--- config.mk ---
export PLATFORM = sky130hd
export DESIGN_NAME = i2c_wb_sequencer
export DESIGN_NICKNAME = d
export VERILOG_FILES = /design/src/rtl/iicmb_pkg.sv /design/src/rtl/wb_master_port.sv /design/src/rtl/i2c_wb_sequencer.sv
export SDC_FILE = /design/constraint.sdc
export NUM_CORES = 1
export LEC_CHECK = 0
export CORE_UTILIZATION = 54
export DETAILED_ROUTE_END_ITERATION = 8
export PLACE_DENSITY = 0.95
export SLEW_MARGIN = 20
export SYNTH_ARGS = -nofsm -noshare
export SYNTH_HDL_FRONTEND = slang
export SYNTH_SLANG_ARGS = --single-unit
--- constraint.sdc ---
create_clock -name clk_i -period 5.78 [get_ports clk_i]
set_clock_uncertainty 0.15 [all_clocks]
set_input_delay 1.156 -clock clk_i [delete_from_list [all_inputs] [get_ports clk_i]]
set_output_delay 1.156 -clock clk_i [all_outputs]
set_load 0.02 [all_outputs]
--- src/rtl/iicmb_pkg.sv ---
// Register map, command codes and status bit positions of the iicmb I2C core,
// plus the sequencer state encoding shared by the RTL and its bench.
package iicmb_pkg;

    localparam logic [1:0] REG_CSR  = 2'd0;
    localparam logic [1:0] REG_DPR  = 2'd1;
    localparam logic [1:0] REG_CMDR = 2'd2;
    localparam logic [1:0] REG_FSMR = 2'd3;

    localparam logic [2:0] CMD_WAIT     = 3'd0;
    localparam logic [2:0] CMD_WRITE    = 3'd1;
    localparam logic [2:0] CMD_READ_AK  = 3'd2;
    localparam logic [2:0] CMD_READ_NAK = 3'd3;
    localparam logic [2:0] CMD_START    = 3'd4;
    localparam logic [2:0] CMD_STOP     = 3'd5;
    localparam logic [2:0] CMD_SET_BUS  = 3'd6;

    localparam logic [7:0] CSR_E  = 8'h80;
    localparam logic [7:0] CSR_IE = 8'h40;

    localparam int ST_DON = 7;
    localparam int ST_NAK = 6;
    localparam int ST_AL  = 5;
    localparam int ST_ERR = 4;

    typedef enum logic [3:0] {
        S_INIT_CSR = 4'd0,
        S_INIT_DPR = 4'd1,
        S_INIT_CMD = 4'd2,
        S_IDLE     = 4'd3,
        S_START    = 4'd4,
        S_ADDR_DPR = 4'd5,
        S_ADDR_CMD = 4'd6,
        S_WR_DPR   = 4'd7,
        S_WR_CMD   = 4'd8,
        S_RD_CMD   = 4'd9,
        S_RD_DPR   = 4'd10,
        S_RD_OUT   = 4'd11,
        S_STOP     = 4'd12,
        S_DONE     = 4'd13,
        S_WAIT     = 4'd14
    } seq_state_t;

    function automatic logic status_bad(input logic [7:0] st);
        return st[ST_NAK] | st[ST_AL] | st[ST_ERR];
    endfunction

endpackage

--- src/rtl/wb_master_port.sv ---
// Single-access Wishbone master: a start pulse opens one cycle that is held
// until ack_i, then everything drops and done_o pulses with the read data.
module wb_master_port #(
    parameter int WB_ADDR_WIDTH = 2,
    parameter int WB_DATA_WIDTH = 8
) (
    input  logic                     clk_i,
    input  logic                     rst_i,
    input  logic                     start_i,
    input  logic [WB_ADDR_WIDTH-1:0] addr_i,
    input  logic                     we_i,
    input  logic [WB_DATA_WIDTH-1:0] wdata_i,
    output logic                     busy_o,
    output logic                     done_o,
    output logic [WB_DATA_WIDTH-1:0] rdata_o,
    output logic                     cyc_o,
    output logic                     stb_o,
    output logic                     we_o,
    output logic [WB_ADDR_WIDTH-1:0] adr_o,
    output logic [WB_DATA_WIDTH-1:0] dat_o,
    input  logic [WB_DATA_WIDTH-1:0] dat_i,
    input  logic                     ack_i
);

    logic                     r_cyc;
    logic                     r_we;
    logic [WB_ADDR_WIDTH-1:0] r_adr;
    logic [WB_DATA_WIDTH-1:0] r_dat;
    logic                     r_done;
    logic [WB_DATA_WIDTH-1:0] r_rdata;

    always_ff @(posedge clk_i) begin
        if (rst_i) begin
            r_cyc   <= 1'b0;
            r_we    <= 1'b0;
            r_adr   <= '0;
            r_dat   <= '0;
            r_done  <= 1'b0;
            r_rdata <= '0;
        end else begin
            r_done <= 1'b0;
            if (r_cyc) begin
                // Address, direction and data stay frozen until the ack is seen.
                if (ack_i) begin
                    r_cyc   <= 1'b0;
                    r_we    <= 1'b0;
                    r_adr   <= '0;
                    r_dat   <= '0;
                    r_done  <= 1'b1;
                    r_rdata <= dat_i;
                end
            end else if (start_i) begin
                r_cyc <= 1'b1;
                r_we  <= we_i;
                r_adr <= addr_i;
                r_dat <= wdata_i;
            end
        end
    end

    assign busy_o  = r_cyc;
    assign done_o  = r_done;
    assign rdata_o = r_rdata;
    assign cyc_o   = r_cyc;
    assign stb_o   = r_cyc;
    assign we_o    = r_we;
    assign adr_o   = r_adr;
    assign dat_o   = r_dat;

endmodule

--- src/rtl/i2c_wb_sequencer.sv ---
// Drives an iicmb I2C core over Wishbone: initialises the core, then turns
// request/byte-stream transfers into START/ADDR/data/STOP command sequences.
module i2c_wb_sequencer
    import iicmb_pkg::*;
#(
    parameter int WB_ADDR_WIDTH = 2,
    parameter int WB_DATA_WIDTH = 8,
    parameter int BUS_ID        = 5,
    parameter int MAX_LEN       = 32
) (
    input  logic                     clk_i,
    input  logic                     rst_i,
    input  logic                     req_valid_i,
    output logic                     req_ready_o,
    input  logic                     req_op_i,
    input  logic [6:0]               req_addr_i,
    input  logic [5:0]               req_len_i,
    input  logic                     wr_valid_i,
    output logic                     wr_ready_o,
    input  logic [7:0]               wr_data_i,
    output logic                     rd_valid_o,
    input  logic                     rd_ready_i,
    output logic [7:0]               rd_data_o,
    output logic                     done_o,
    output logic                     err_o,
    output logic                     cyc_o,
    output logic                     stb_o,
    output logic                     we_o,
    output logic [WB_ADDR_WIDTH-1:0] adr_o,
    output logic [WB_DATA_WIDTH-1:0] dat_o,
    input  logic [WB_DATA_WIDTH-1:0] dat_i,
    input  logic                     ack_i,
    input  logic                     irq_i,
    output seq_state_t               dbg_state_o
);

    seq_state_t r_state;
    seq_state_t r_next;
    logic       r_pend;
    logic       r_op;
    logic [6:0] r_addr;
    logic [5:0] r_count;
    logic       r_err;
    logic       r_err_o;
    logic       r_done;
    logic       r_req_ready;
    logic       r_wr_ready;
    logic       r_rd_valid;
    logic [7:0] r_rd_data;

    logic                     w_acc;
    logic                     w_gate;
    logic                     w_we;
    logic [1:0]               w_reg;
    logic [7:0]               w_wdata;
    logic                     w_start;
    logic                     w_busy;
    logic                     w_done;
    logic [WB_DATA_WIDTH-1:0] w_rdata;
    logic                     w_bad;
    logic                     w_len_bad;
    logic                     w_in_xfer;

    // Which register access the current state performs, and what gates it.
    always_comb begin
        w_acc   = 1'b1;
        w_gate  = 1'b1;
        w_we    = 1'b1;
        w_reg   = REG_CMDR;
        w_wdata = 8'h00;
        case (r_state)
            S_INIT_CSR: begin w_reg = REG_CSR; w_wdata = CSR_E | CSR_IE; end
            S_INIT_DPR: begin w_reg = REG_DPR; w_wdata = 8'(BUS_ID); end
            S_INIT_CMD: w_wdata = {5'd0, CMD_SET_BUS};
            S_START:    w_wdata = {5'd0, CMD_START};
            S_ADDR_DPR: begin w_reg = REG_DPR; w_wdata = {r_addr, r_op}; end
            S_ADDR_CMD: w_wdata = {5'd0, CMD_WRITE};
            S_WR_DPR: begin
                w_reg   = REG_DPR;
                w_wdata = wr_data_i;
                w_gate  = r_wr_ready & wr_valid_i;
            end
            S_WR_CMD:   w_wdata = {5'd0, CMD_WRITE};
            S_RD_CMD:   w_wdata = {5'd0, (r_count == 6'd1) ? CMD_READ_NAK : CMD_READ_AK};
            S_RD_DPR: begin w_reg = REG_DPR; w_we = 1'b0; end
            S_STOP:     w_wdata = {5'd0, CMD_STOP};
            S_WAIT: begin w_we = 1'b0; w_gate = irq_i; end
            default:    w_acc = 1'b0;
        endcase
    end

    assign w_start   = w_acc & w_gate & ~r_pend & ~w_busy;
    assign w_bad     = status_bad(w_rdata[7:0]);
    assign w_len_bad = (req_len_i == 6'd0) || (int'(req_len_i) > MAX_LEN);
    assign w_in_xfer = (r_next != S_IDLE) && (r_next != S_DONE);

    wb_master_port #(
        .WB_ADDR_WIDTH(WB_ADDR_WIDTH),
        .WB_DATA_WIDTH(WB_DATA_WIDTH)
    ) u_port (
        .clk_i  (clk_i),
        .rst_i  (rst_i),
        .start_i(w_start),
        .addr_i (WB_ADDR_WIDTH'(w_reg)),
        .we_i   (w_we),
        .wdata_i(WB_DATA_WIDTH'(w_wdata)),
        .busy_o (w_busy),
        .done_o (w_done),
        .rdata_o(w_rdata),
        .cyc_o  (cyc_o),
        .stb_o  (stb_o),
        .we_o   (we_o),
        .adr_o  (adr_o),
        .dat_o  (dat_o),
        .dat_i  (dat_i),
        .ack_i  (ack_i)
    );

    always_ff @(posedge clk_i) begin
        if (rst_i) begin
            r_state     <= S_INIT_CSR;
            r_next      <= S_IDLE;
            r_pend      <= 1'b0;
            r_op        <= 1'b0;
            r_addr      <= '0;
            r_count     <= '0;
            r_err       <= 1'b0;
            r_err_o     <= 1'b0;
            r_done      <= 1'b0;
            r_req_ready <= 1'b0;
            r_wr_ready  <= 1'b0;
            r_rd_valid  <= 1'b0;
            r_rd_data   <= '0;
        end else begin
            r_done  <= 1'b0;
            r_err_o <= 1'b0;
            if (w_start) r_pend <= 1'b1;
            if (w_done)  r_pend <= 1'b0;
            case (r_state)
                S_INIT_CSR: if (w_done) r_state <= S_INIT_DPR;
                S_INIT_DPR: if (w_done) r_state <= S_INIT_CMD;
                S_INIT_CMD: if (w_done) begin r_state <= S_WAIT; r_next <= S_IDLE; end
                S_IDLE: if (req_valid_i && r_req_ready) begin
                    r_req_ready <= 1'b0;
                    r_op        <= req_op_i;
                    r_addr      <= req_addr_i;
                    r_count     <= req_len_i;
                    r_err       <= 1'b0;
                    if (w_len_bad) begin
                        r_state <= S_DONE;
                        r_done  <= 1'b1;
                        r_err_o <= 1'b1;
                    end else begin
                        r_state <= S_START;
                    end
                end
                S_START:    if (w_done) begin r_state <= S_WAIT; r_next <= S_ADDR_DPR; end
                S_ADDR_DPR: if (w_done) r_state <= S_ADDR_CMD;
                S_ADDR_CMD: if (w_done) begin
                    r_state <= S_WAIT;
                    r_next  <= r_op ? S_RD_CMD : S_WR_DPR;
                end
                S_WR_DPR: begin
                    if (w_start) r_wr_ready <= 1'b0;
                    if (w_done)  r_state <= S_WR_CMD;
                end
                S_WR_CMD: if (w_done) begin
                    r_state <= S_WAIT;
                    r_next  <= (r_count == 6'd1) ? S_STOP : S_WR_DPR;
                    r_count <= r_count - 6'd1;
                end
                S_RD_CMD: if (w_done) begin r_state <= S_WAIT; r_next <= S_RD_DPR; end
                S_RD_DPR: if (w_done) begin
                    r_rd_data  <= w_rdata[7:0];
                    r_rd_valid <= 1'b1;
                    r_count    <= r_count - 6'd1;
                    r_state    <= S_RD_OUT;
                end
                S_RD_OUT: if (rd_ready_i) begin
                    r_rd_valid <= 1'b0;
                    r_state    <= (r_count == 6'd0) ? S_STOP : S_RD_CMD;
                end
                S_STOP: if (w_done) begin r_state <= S_WAIT; r_next <= S_DONE; end
                S_WAIT: if (w_done) begin
                    // A bad status mid-transfer abandons the remaining bytes.
                    if (w_bad) r_err <= 1'b1;
                    if (w_bad && w_in_xfer) begin
                        r_state <= S_STOP;
                    end else begin
                        r_state <= r_next;
                        case (r_next)
                            S_IDLE:   r_req_ready <= 1'b1;
                            S_WR_DPR: r_wr_ready  <= 1'b1;
                            S_DONE: begin
                                r_done  <= 1'b1;
                                r_err_o <= r_err | w_bad;
                            end
                            default: ;
                        endcase
                    end
                end
                S_DONE: begin
                    r_state     <= S_IDLE;
                    r_req_ready <= 1'b1;
                end
                default: r_state <= S_INIT_CSR;
            endcase
        end
    end

    assign req_ready_o = r_req_ready;
    assign wr_ready_o  = r_wr_ready;
    assign rd_valid_o  = r_rd_valid;
    assign rd_data_o   = r_rd_data;
    assign done_o      = r_done;
    assign err_o       = r_err_o;
    assign dbg_state_o = r_state;

endmodule

==> flow_summary.json, run 1 <==
{
  "status": "complete, no violations",
  "critical-path-top-delay-family": "flip-flops",
  "hold_buffers": 0,
  "period_needed_ns": 3.25,
  "drt_pass1_iterations": 7,
  "p_switching_mw": 0.236,
  "fin_crit_sh_pct": 56.3,
  "finalInstanceArea_um2": 3760,
  "min_path_type": "reg -> reg",
  "clkSinkCount": 58,
  "routed_via_density": 6.11,
  "layout_commonest_cell": "clkdlybuf4s50_1",
  "netlist_area_um2": 2930,
  "cts_inserted_buffers": 9,
  "io-pin-count": 67,
  "hp-start": "r_addr[2]$_SDFFE_PP0P_",
  "start_util_pct": 56.7,
  "worstSetupEndpointType": "primary output",
  "fmax_mhz": 307,
  "grt_pass1_vias": 2691,
  "worstSetupPathType": "reg -> out",
  "finalSetupViolCount": 0,
  "drt-initial-drc-count": 543,
  "clkPwrFrac_pct": 39.4,
  "antenna_left": 0,
  "postLayoutCoreUtil_pct": 72.7,
  "ir_drop_uv": 201,
  "power_leakage_nw": 1.28,
  "power_density_nw_per_um2": 229,
  "drv_slew": 0,
  "drc": 0,
  "rsz0062_at_grt": "false",
  "worstPathArrival_ns": 1.95,
  "fillers": 376,
  "antenna-diode-count": 0,
  "clk_latency_ns": 0.34,
  "vias": 3098,
  "post_cts_buffers": 0,
  "synth-seq-cells": 58,
  "worst_path_max_delay_cell": "dfxtp_1",
  "coreArea_um2": 5170,
  "syn_inst": 382,
  "dpl_worst_slack_ns": 2.04,
  "multi_input_area_um2": 1620,
  "cp-start-kind": "flip-flop",
  "grt_max_degree": 61,
  "fin_ws_ns": 2.53,
  "worst-path-buf-inv": 1,
  "drv_cap": 0,
  "post_drt_wl_per_cell_um": 16.4,
  "yosys_warnings": 0,
  "port_buffers": 66,
  "die_w_um": 75.7,
  "placed_area_um2": 3580,
  "power_mw": 0.861,
  "crit_required_ns": 4.47,
  "clk_path_buf_depth": 2,
  "die_area_um2": 5730,
  "p_seq_share_pct": 48.8,
  "layout_common_cells": "65 x clkdlybuf4s50_1, 60 x nand2_1, 58 x dfxtp_1",
  "grtUsageTotal_pct": 30.1,
  "slowest_delay_ns": 0.86,
  "overflow": 0,
  "sw_frac_of_total_pct": 27.4,
  "place_hpwl_um": 5600,
  "synth_fp_nets": 422,
  "r2r-start": "dbg_state_o[0]$_SDFFE_PP0P_",
  "register_area_um2": 1160,
  "syn_avg_cell_area_um2": 7.68,
  "intPower_mw": 0.625,
  "crit_path_max_fanout": 26,
  "rows": 26,
  "synth_cell_types": 49,
  "async_flop_share_pct": 0,
  "ctsRootBufferMaster": "clkbuf_8",
  "nets": 472,
  "hold_viol": 0,
  "holdWs_ns": 0.306,
  "synth_edf_count": 0,
  "ys_seq_area_share_pct": 39.6,
  "layout.cells.non_filler": 507,
  "routed_wl_um": 8300,
  "tns_ns": 0,
  "fp.dieH_um": 75.7,
  "ctsHtreeMaxLevel": 3,
  "slew_headroom_pct": 30.7,
  "cts_resized": 0,
  "syn2layout_area_growth_pct": 28.2,
  "pwr-share-comb_pct": 11.8,
  "yosys_most_used_dff": "dfxtp_1",
  "dp_cells": 491,
  "grt_pass1_wl_um": 12800,
  "startpoint": "dbg_state_o[0]$_SDFFE_PP0P_",
  "antenna_found_initial": 0,
  "globalplace.congestion": 0.962,
  "cts_tree": "done",
  "tightest_slew_ns": 1.04,
  "drive_gt1_share_pct": 7.55,
  "crit_path_cell_trace": "clkdlybuf4s50_1",
  "cts.clk_slew.worst_paths_ns": 0.08
}
[cell usage after synthesis (all sizes together) (2+ instances only)]
cell type,n,share of area (%)
nand3b,2,0.51
nand2b,9,1.9
nand3,22,3.8
buf,11,1.9
nor2,31,4.1
o32ai,4,1.2
and3,2,0.43
dfxtp,58,40
a211oi,2,0.51
inv,6,0.77
nand4,4,0.85
nor2b,6,1.3
or2,4,0.85
a21oi,48,8.2
clkbuf,20,2.6
or3,5,1.1
o22ai,5,1.1
o31ai,4,1.0
nand2,60,7.7
nor4,2,0.43
o21ai,14,2.4
ha,3,1.3
nor3,11,1.9
a31oi,7,1.5
a32oi,2,0.60
mux2i,13,4.4
o2111ai,3,0.90
a22o,2,0.60
o21bai,2,0.51
mux2,4,1.5
[per-layer routing]
metal	GRT usage (%)	wire length, µm	vias to the layer above
met2	45.2	3920	201
met1	40.5	3400	1405
li1	-	-	1460
met5	0	0	-
met4	12.1	179	0
met3	9.13	804	32
[logic make-up after synthesis]
group,after synthesis,share of synthesized area [%]
flip-flops,58,39.6
buffers and inverters,37,5.24
AO/OA/AOI/OAI,103,21.6
AND/OR/NAND/NOR,163,26.1
multiplexers,17,5.97
adder cells (fa/ha/maj),3,1.28
XOR/XNOR,1,0.299
[state kept, by name, summed over array words and instances, names as in the netlist, 2 cells and up]
signal and cells:
r_addr 7, u_port.adr_o 2, r_count 6, u_port.rdata_o 8, rd_data_o 8, dbg_state_o 4, r_next 4, u_port.dat_o 8
[final timing paths]
check	end	slack [ns]	cells after the start
hold / removal	r_addr[2]$_SDFFE_PP0P_	0.31	2
setup / recovery	dbg_state_o[0]	2.53	1
setup reg to reg	r_count[0]$_SDFFE_PP0P_	2.79	5
hold reg to reg	r_addr[2]$_SDFFE_PP0P_	0.31	2
[final cells by class]
class                      count  area share, %
timing repair buffer          70           18.2
inverter                       6          0.599
clock buffer                  10           3.66
clock inverter                 6           1.13
multi-input combinational    287           43.2
sequential                    58           30.9
tap                           70           2.33
[power by group through the flow]
stage                     sequential (mW)  combinational [mW]  clock [mW]
after floorplan                     0.430              0.0487           0
after global placement              0.428              0.0978           0
after global routing                0.421               0.110       0.365
after CTS                           0.420               0.100       0.341
final                               0.420               0.101       0.339
after detailed placement            0.429              0.0996           0
No activity file was read; power rests on OpenSTA's default activity.
==> run 2, diff against run 1 <==
--- a/config.mk
+++ b/config.mk
@@ -5,9 +5,9 @@
 export SDC_FILE = /design/constraint.sdc
 export NUM_CORES = 1
 export LEC_CHECK = 0
-export CORE_UTILIZATION = 54
+export CORE_UTILIZATION = 45
 export DETAILED_ROUTE_END_ITERATION = 8
-export PLACE_DENSITY = 0.95
+export PLACE_DENSITY = 0.87
 export SLEW_MARGIN = 20
 export SYNTH_ARGS = -nofsm -noshare
 export SYNTH_HDL_FRONTEND = slang
==> constraint.sdc (replaced) <==
create_clock -name clk_i -period 2.6 [get_ports clk_i]
set_clock_uncertainty 0.15 [all_clocks]
set_input_delay 0.52 -clock clk_i [delete_from_list [all_inputs] [get_ports clk_i]]
set_output_delay 0.52 -clock clk_i [all_outputs]
set_load 0.02 [all_outputs]
==> flow_summary.json, run 2 (same netlist as run 1, synthesis figures left out) <==
{
  "finalSetupViolCount": 0,
  "power_density_nw_per_um2": 558,
  "drive_gt1_share_pct": 10.8,
  "worstSetupEndpointType": "primary output",
  "rsz0062_at_grt": "false",
  "postLayoutCoreUtil_pct": 62.7,
  "die_area_um2": 6850,
  "power_leakage_nw": 1.39,
  "r2r-start": "dbg_state_o[3]$_SDFFE_PP0P_",
  "routed_via_density": 5.86,
  "drc": 0,
  "worstPathArrival_ns": 1.75,
  "nets": 489,
  "worstSetupPathType": "reg -> out",
  "overflow": 0,
  "syn2layout_area_growth_pct": 35.0,
  "tightest_slew_ns": 0.742,
  "clk_latency_ns": 0.35,
  "period_needed_ns": 2.42,
  "drt_pass1_iterations": 5,
  "antenna_found_initial": 0,
  "fin_crit_sh_pct": 93.2,
  "rows": 29,
  "grt_pass1_wl_um": 13100,
  "fp.dieH_um": 82.7,
  "min_path_type": "reg -> reg",
  "antenna-diode-count": 0,
  "place_hpwl_um": 6050,
  "hold_buffers": 0,
  "cp-start-kind": "flip-flop",
  "routed_wl_um": 8640,
  "layout_commonest_cell": "clkdlybuf4s50_1",
  "coreArea_um2": 6310,
  "hold_viol": 0,
  "drv_cap": 0,
  "startpoint": "dbg_state_o[3]$_SDFFE_PP0P_",
  "holdWs_ns": 0.307,
  "cts_inserted_buffers": 9,
  "crit_required_ns": 1.93,
  "ctsHtreeMaxLevel": 3,
  "vias": 3112,
  "crit_path_cell_trace": "clkdlybuf4s50_1",
  "cts.clk_slew.worst_paths_ns": 0.07,
  "dpl_worst_slack_ns": 0.140,
  "antenna_left": 0,
  "layout_common_cells": "65 x clkdlybuf4s50_1, 60 x nand2_1, 58 x dfxtp_1",
  "slowest_delay_ns": 0.72,
  "crit_path_max_fanout": 18,
  "slew_headroom_pct": 50.5,
  "die_w_um": 82.7,
  "post_cts_buffers": 0,
  "clk_path_buf_depth": 2,
  "grtUsageTotal_pct": 25.6,
  "worst-path-buf-inv": 1,
  "port_buffers": 66,
  "clkSinkCount": 58,
  "cts_resized": 0,
  "cts_tree": "done",
  "worst_path_max_delay_cell": "clkdlybuf4s50_1",
  "tns_ns": 0,
  "drv_slew": 0,
  "fmax_mhz": 413,
  "critical-path-top-delay-family": "buffers and inverters",
  "grt_pass1_vias": 2762,
  "start_util_pct": 46.5,
  "fin_ws_ns": 0.178,
  "io-pin-count": 67,
  "ctsRootBufferMaster": "clkbuf_8",
  "grt_max_degree": 40,
  "post_drt_wl_per_cell_um": 16.3,
  "globalplace.congestion": 0.964,
  "layout.cells.non_filler": 531,
  "dp_cells": 515,
  "status": "complete, no violations",
  "drt-initial-drc-count": 367,
  "hp-start": "r_addr[6]$_SDFFE_PP0P_",
  "ir_drop_uv": 392
}
==> run 2: changes by cell type in the layout (fill, tap and decap cells not counted) <==
cell	change
buf_4	+17
nor3_2	-1
bufinv_16	+3
clkinv_4	-1
clkbuf_8	-1
clkinvlp_4	-1
inv_6	+2
nor3_1	+1
clkinv_2	-2
==> run 2: final cells by class <==
type	instances	area, µm²
multi-input combinational	287	1620
sequential	58	1160
tap	77	96.3
fill	584	2350
inverter	6	22.5
timing repair buffer	87	813
clock inverter	7	124
clock buffer	9	124
==> run 2: power breakdown <==
part | switching, mW | total (mW) | internal, mW | leakage (nW)
clock network | 0.396 | 1.04 | 0.644 | 0.120
logic | 0.122 | 0.238 | 0.116 | 0.805
registers | 0.0207 | 0.930 | 0.909 | 0.469
total | 0.538 | 2.21 | 1.67 | 1.39
==> run 2: routing by layer <==
metal / global-route usage (%) / up-vias / share of wire (%)
li1: - / 1489 / -
met1: 33.8 / 1441 / 44
met2: 40.2 / 152 / 47
met3: 3.85 / 30 / 6.8
met4: 12.8 / 0 / 2.6
met5: 0 / - / 0
==> run 2: through the flow <==
| step | instance area [µm²] | total power, mW |
|---|---|---|
| after floorplan | 2930 | 1.07 |
| after global placement | 3710 | 1.18 |
| after detailed placement | 3710 | 1.18 |
| after CTS | 3960 | 2.21 |
| after global routing | 3960 | 2.27 |
| final | 3960 | 2.21 |
==> run 2: worst paths after layout <==
kind | slack [ns] | cells past startpoint | to
hold reg to reg | 0.31 | 2 | r_addr[6]$_SDFFE_PP0P_
setup reg to reg | 0.35 | 5 | r_count[3]$_SDFFE_PP0P_
hold / removal | 0.31 | 2 | r_addr[6]$_SDFFE_PP0P_
setup / recovery | 0.18 | 1 | dbg_state_o[3]
